[src/rtl/spgemm_pp_stream_tx.sv]
// rtl/spgemm_pp_stream_tx.sv - partial-product stream transmitter feeding the merge PE
// One job per nonzero A(i,k): reads B row k, scales by a_val, streams (a*b, i, col) in order.
module spgemm_pp_stream_tx #(
    parameter int DATA_W    = 32,
    parameter int IDX_W     = 16,
    parameter int ADDR_W    = 16,
    parameter int LEN_W     = 16,
    parameter int OUT_DEPTH = 2
) (
    input  logic              clk,
    input  logic              rst,
    input  logic              job_valid,
    output logic              job_ready,
    input  logic [DATA_W-1:0] job_a_val,
    input  logic [IDX_W-1:0]  job_a_row,
    input  logic [ADDR_W-1:0] job_b_ptr,
    input  logic [LEN_W-1:0]  job_b_len,
    input  logic              job_row_last,
    input  logic              job_last,
    output logic              b_rd_en,
    output logic [ADDR_W-1:0] b_rd_addr,
    input  logic [DATA_W-1:0] b_rd_val,
    input  logic [IDX_W-1:0]  b_rd_col,
    output logic              out_valid,
    input  logic              out_ready,
    output logic [DATA_W-1:0] out_val,
    output logic [IDX_W-1:0]  out_row,
    output logic [IDX_W-1:0]  out_col,
    output logic              out_last,
    output logic              done,
    output logic              col_order_err
);

    localparam int CW = $clog2(OUT_DEPTH + 1);
    localparam int PW = (OUT_DEPTH > 1) ? $clog2(OUT_DEPTH) : 1;

    typedef enum logic [1:0] {S_IDLE, S_ISSUE, S_DRAIN} state_t;
    state_t state, state_nx;

    logic [DATA_W-1:0] j_a_val;
    logic [IDX_W-1:0]  j_a_row;
    logic [ADDR_W-1:0] j_b_ptr;
    logic [LEN_W-1:0]  j_b_len;
    logic              j_row_last;
    logic              j_last;
    logic [LEN_W-1:0]  idx;

    // Metadata travelling alongside the single outstanding B read
    logic              rd_pend;
    logic [DATA_W-1:0] p_a_val;
    logic [IDX_W-1:0]  p_row;
    logic              p_last;
    logic              p_first;
    logic [IDX_W-1:0]  prev_col;

    logic [DATA_W-1:0] f_val  [OUT_DEPTH];
    logic [IDX_W-1:0]  f_row  [OUT_DEPTH];
    logic [IDX_W-1:0]  f_col  [OUT_DEPTH];
    logic              f_last [OUT_DEPTH];
    logic [PW-1:0]     wr_ptr;
    logic [PW-1:0]     rd_ptr;
    logic [CW-1:0]     count;

    logic              accept;
    logic              pop;
    logic              push;
    logic              credit;
    logic              last_rd;
    logic [CW:0]       occ;
    logic [DATA_W-1:0] prod;

    assign pop       = out_valid & out_ready;
    assign push      = rd_pend;
    assign occ       = {1'b0, count} + {{CW{1'b0}}, rd_pend} - {{CW{1'b0}}, pop};
    assign credit    = occ < (CW+1)'(OUT_DEPTH);
    assign last_rd   = (idx == j_b_len - LEN_W'(1));
    assign b_rd_addr = j_b_ptr + ADDR_W'(idx);
    assign prod      = p_a_val * b_rd_val;

    assign out_valid = (count != '0);
    assign out_val   = f_val[rd_ptr];
    assign out_row   = f_row[rd_ptr];
    assign out_col   = f_col[rd_ptr];
    assign out_last  = f_last[rd_ptr];

    always_comb begin
        state_nx  = state;
        job_ready = 1'b0;
        b_rd_en   = 1'b0;
        done      = 1'b0;
        accept    = 1'b0;
        case (state)
            S_IDLE: begin
                job_ready = !rst;
                if (job_valid && !rst) begin
                    accept = 1'b1;
                    if (job_b_len == '0)
                        state_nx = job_last ? S_DRAIN : S_IDLE;
                    else
                        state_nx = S_ISSUE;
                end
            end
            S_ISSUE: begin
                b_rd_en = credit;
                if (credit && last_rd)
                    state_nx = j_last ? S_DRAIN : S_IDLE;
            end
            S_DRAIN: begin
                if (count == '0 && !rd_pend) begin
                    done     = 1'b1;
                    state_nx = S_IDLE;
                end
            end
            default: state_nx = S_IDLE;
        endcase
    end

    always_ff @(posedge clk or posedge rst) begin
        if (rst) begin
            state         <= S_IDLE;
            j_a_val       <= '0;
            j_a_row       <= '0;
            j_b_ptr       <= '0;
            j_b_len       <= '0;
            j_row_last    <= 1'b0;
            j_last        <= 1'b0;
            idx           <= '0;
            rd_pend       <= 1'b0;
            p_a_val       <= '0;
            p_row         <= '0;
            p_last        <= 1'b0;
            p_first       <= 1'b0;
            prev_col      <= '0;
            col_order_err <= 1'b0;
            wr_ptr        <= '0;
            rd_ptr        <= '0;
            count         <= '0;
            for (int i = 0; i < OUT_DEPTH; i++) begin
                f_val[i]  <= '0;
                f_row[i]  <= '0;
                f_col[i]  <= '0;
                f_last[i] <= 1'b0;
            end
        end else begin
            state   <= state_nx;
            rd_pend <= b_rd_en;
            if (accept) begin
                j_a_val    <= job_a_val;
                j_a_row    <= job_a_row;
                j_b_ptr    <= job_b_ptr;
                j_b_len    <= job_b_len;
                j_row_last <= job_row_last;
                j_last     <= job_last;
                idx        <= '0;
            end
            if (b_rd_en) begin
                idx     <= idx + LEN_W'(1);
                p_a_val <= j_a_val;
                p_row   <= j_a_row;
                p_last  <= j_row_last & last_rd;
                p_first <= (idx == '0);
            end
            if (push) begin
                f_val[wr_ptr]  <= prod;
                f_row[wr_ptr]  <= p_row;
                f_col[wr_ptr]  <= b_rd_col;
                f_last[wr_ptr] <= p_last;
                wr_ptr   <= (wr_ptr == PW'(OUT_DEPTH - 1)) ? '0 : wr_ptr + PW'(1);
                prev_col <= b_rd_col;
                if (!p_first && b_rd_col <= prev_col)
                    col_order_err <= 1'b1;
            end
            if (pop)
                rd_ptr <= (rd_ptr == PW'(OUT_DEPTH - 1)) ? '0 : rd_ptr + PW'(1);
            if (push && !pop)
                count <= count + CW'(1);
            else if (pop && !push)
                count <= count - CW'(1);
        end
    end

endmodule

[config.mk]
export PLATFORM = sky130hd
export DESIGN_NAME = spgemm_pp_stream_tx
export DESIGN_NICKNAME = d
export VERILOG_FILES = /design/src/rtl/spgemm_pp_stream_tx.sv
export SDC_FILE = /design/constraint.sdc
export NUM_CORES = 2
export LEC_CHECK = 0
export CORE_AREA = 2 2 221 223
export CTS_BUF_LIST = sky130_fd_sc_hd__clkbuf_4
export CTS_CLUSTER_SIZE = 16
export DETAILED_ROUTE_END_ITERATION = 8
export DIE_AREA = 0 0 223 225
export PLACE_DENSITY = 0.9
export SYNTH_ARGS = -nofsm -noshare
export SYNTH_HDL_FRONTEND = slang
export SYNTH_SLANG_ARGS = --single-unit
[constraint.sdc]
create_clock -name clk -period 12.88 [get_ports clk]
set_input_delay 2.576 -clock clk [delete_from_list [all_inputs] [get_ports clk]]
set_output_delay 2.576 -clock clk [all_outputs]
set_load 0.05 [all_outputs]
Word-level counts from Yosys, hierarchy flattened:

Cells that the tools add are included.

* RAM bits: 0
* memories kept: 0
* output and inout bits: 86
* word-level logic and storage cells: 112
* input bits: 134
* bits in registers: 302
* memory bits (read-only): 0
* latch bits: 0

* div/mod/pow operators: 0
* order comparisons: 5
* reductions and logical operators: 20
* shift-type cells: 0
* bitwise logic cells: 4
* mux-type cells: 41
* add/sub/neg operators: 9
* equal/unequal tests: 6
* multiply operators: 1

Operator list (count)
* $mux W16: 9
* $mux W32: 4
* $bwmux W32: 2
* $bwmux W64: 1
* $demux W32 S1: 1
* $logic_not A16 Y1: 2
* $mul A32 B32 Y32: 1
* $add A16 B1 Y16 const B: 1
* $add A16 B16 Y16: 1
* $demux W16 S1: 1
* $eq A16 B16 Y1: 1
* $le A16 B16 Y1: 1
* $mux W2: 8
* $sub A16 B1 Y16 const B: 1
* $mux W1: 12
* $logic_and A1 B1 Y1: 7
* $ne A2 B2 Y1 const B: 3
* $pmux W2 S3: 1
* $reduce_bool A2 Y1: 3
* $ge A2 B2 Y1 const B: 2
* $logic_not A1 Y1: 4
* $logic_not A2 Y1: 2
* $not A1 Y2: 2
* $add A2 B1 Y3: 1
* other kinds (13): 15

Logic depth before layout (Yosys ltp):

* word-level depth: 7
* mapped depth: 27
* depth with buffers taken out: 25

Least setup slack after synthesis:

No wires, ideal clock.

* path kind: input to register
* start: input port rst
* end: register state[1]
* library setup time: 0.071 ns
* stages on the path: 7
* buffers on the path: 0
* path slack: 3.304 ns
* required time: 12.809 ns
* arrival: 9.505 ns
* cells stage by stage: inv_1 > nand4_1 > nor2_1 > a21oi_1 > nor2_1 > a21oi_1 > nor2_1

* longest elaborated chain between the ends: 4

Ends and longest elaborated chain
* start, declared: RTL line 11 `input logic rst,`
* $logic_not A1 Y1 (no line)
* $logic_and A1 B1 Y1: RTL line 95 `if (job_valid && !rst) begin`
* $ne A2 B2 Y1 (no line)
* $reduce_and A3 Y1 (no line)
* end signal, assigned: RTL line 145 `state <= state_nx;`
* end, declared: RTL line 38 `state_t state, state_nx;`

No other way between the ends.
A chain may end at the register's enable or synchronous reset.

Final worst setup path:

* start: input port b_rd_val[5]
* end: register f_val[62] (netlist name)

* longest elaborated chain between the ends: 2

Ends and longest elaborated chain
* start, declared: RTL line 22 `input logic [DATA_W-1:0] b_rd_val,`
* $mul A32 B32 Y32: RTL line 78 `assign prod = p_a_val * b_rd_val;`
* $bwmux W64: RTL line 164 `f_val[wr_ptr] <= prod;`
* end signal, assigned by index: RTL line 164
* end, declared: RTL line 56 `logic [DATA_W-1:0] f_val [OUT_DEPTH];`

No other way between the ends.

==> impl_metrics.ini <==
[clocking]
cts.reportedPaths.clkPinSlew_ps = 60
cts_root_buf = clkbuf_4
clkSinkCount = 302
postCtsSetupBuffers = 0
h-tree-depth = 3
cts_resized = 0
clk_path_buf_depth = 3
cts_tree = yes
ctsHoldBuffers = 0
clk_latency_ps = 740
cts_buffers = 78

[worst_setup_path]
critical_path.max_fanout = 27
worst_setup_path_end_kind = register
critPathKind = in -> reg
start_kind = input port
reg2regPathDepth = 22
cp_data_required_time_ps = 13380
crit_arrival_ps = 10180

[placement]
gp_congestion = 0.929
port_buffers = 219
dp_hpwl_um = 55500

[synth]
yosys.area.top_type = fa_1
ys.flop_type = dfrtp_1
avgSynthCellArea_um2 = 9.41
synth_edf_count = 0
syn_nets = 3816
ys_top_cells_by_area = fa_1, dfrtp_1, nand2_1
yosys_register_bits = 302
yosysWarnings = 0
ys_seq_area_share_pct = 25.8
synth_top_area_share_pct = 28.0
synth_cells = 3113
synth-async-reset-ratio_pct = 100
synthDistinctLibCells = 55
syn_area_um2 = 29300

[sta]
fmax_ghz = 0.103
relSlewSlack_pct = 18.7
grt_setup_unrepaired = no
hold_slack_ps = 466
fin_crit_sh_pct = 75.1
worstMarginPinSlew_ps = 1220
fin_setup_tns_ps = 0
report.final.slew_viol_count = 0
hold_viol = 0
finalCriticalPeriod_ps = 9670
setup_viol = 0
fin_skew_ps = 69.4

[grt]
grt_overflow = 0
grt_max_degree = 95
track_usage_pct = 31.0
grt_first_pass_wirelength_um = 123000
grt_pass1_vias = 24100
antenna_found_initial = 8

[floorplan]
rows = 80
fp.dieH_um = 225
die_width_um = 223
start_util_pct = 61.6
core_area_um2 = 47500
die_area_um2 = 50200
num_io_pins = 220

[routing]
avgRoutedWirePerCell_um = 18.8
viasPerCell = 5.64
firstDrtPassIters = 5
initialDrtViolationCount = 1821
antenna_left = 0
drc = 0
wirelength_um = 74000
vias = 22200

[status]
outcome = finished clean

[layout]
layout_common_cells = nand2_1, inv_1, fa_1
drive_above_1_share_pct = 8.89
final_common_cell = nand2_1
final_nets = 3978
syn_to_final_growth_pct = 11.9
utilization_pct = 68.9

[hold_path]
hold_path.class = reg -> reg
holdPathStages = 2

[flow_run]
drv_cap = 0
critical path: stages:
cell             delay, ps
clkdlybuf4s50_1        980
and2_1                 470
fa_1                   570
fa_1                   450
fa_1                   520
inv_1                   50
fa_1                   470
inv_1                   50
fa_1                   500
inv_1                   50
fa_1                   540
inv_1                   60
fa_1                   490
fa_1                   430
ha_1                   360
a21o_1                 180
a21oi_1                210
nand3b_1               100
a31oi_1                300
o31ai_1                230
a21oi_1                230
xor2_1                 210
o21ai_0                120
cell usage after synthesis, drive strengths merged, types with 4 or more instances:
cell type / count
or3: 6
buf: 9
mux2: 138
o21a: 8
nor3: 15
inv: 423
fa: 410
a21o: 22
ha: 159
nor4: 10
xnor2: 84
nand3: 24
nand4: 13
clkbuf: 151
a211oi: 6
dfrtp: 302
a31oi: 5
o21ai: 116
xor2: 35
a21oi: 36
and3: 6
nand2: 747
nor2: 37
mux2i: 7
o211ai: 5
o31ai: 6
nand2b: 8
a211o: 4
and2: 288
nor4b: 4
final cells by class:
cell class                      count  area [µm²]
Antenna cell                        5        12.5
Clock buffer                      109         818
Clock inverter                     16        91.3
Fill cell                        3344       14800
Inverter                          423        1600
Multi-Input combinational cell   2228       19600
Sequential cell                   302        7560
Tap cell                          615         769
Timing Repair Buffer              242        2360
final timing paths:
kind                                  start          end  slack (ps)
worst min-delay path            j_a_val[27]  p_a_val[27]         470
min in group asynchronous               rst      idx[13]        2370
max in group asynchronous               rst    f_val[48]        9030
worst max-delay path            b_rd_val[5]    f_val[62]        3210
worst max register to register  p_a_val[10]    f_val[62]        5350
worst min register to register  j_a_val[27]  p_a_val[27]         470
flip-flops by register name (all words and copies together), names as in the netlist, 32 cells and up:
register	cells
f_val	64
f_col	32
f_row	32
j_a_val	32
p_a_val	32
routing by layer:
layer,track usage [%],part of all wire (%),up-vias
met2,51.1,48,1001
met1,39.4,38,11100
met4,16.5,6.0,4
met3,5.59,8.2,245
li1,-,-,9916
met5,0,0.035,-
cell families after synthesis:
family	synth area share [%]
compound gates	4.48
xor+xnor	3.56
fa+ha+maj	34.8
buf+inv	7.48
flops	25.8
mux	5.54
simple gates	18.3
through the flow:
stage,cells,area (µm²),worst slack [ps]
2_1_floorplan,3113,29300,1940
3_3_place_gp,3810,31900,2860
3_5_place_dp,3810,31900,2640
4_1_cts,3935,32800,3370
5_1_grt,3938,32800,2840
6_report,3940,32800,3210
Power is left out: the tool's default activity adds up to more than one toggle a clock period on the data nets, which glitch-free logic cannot reach.
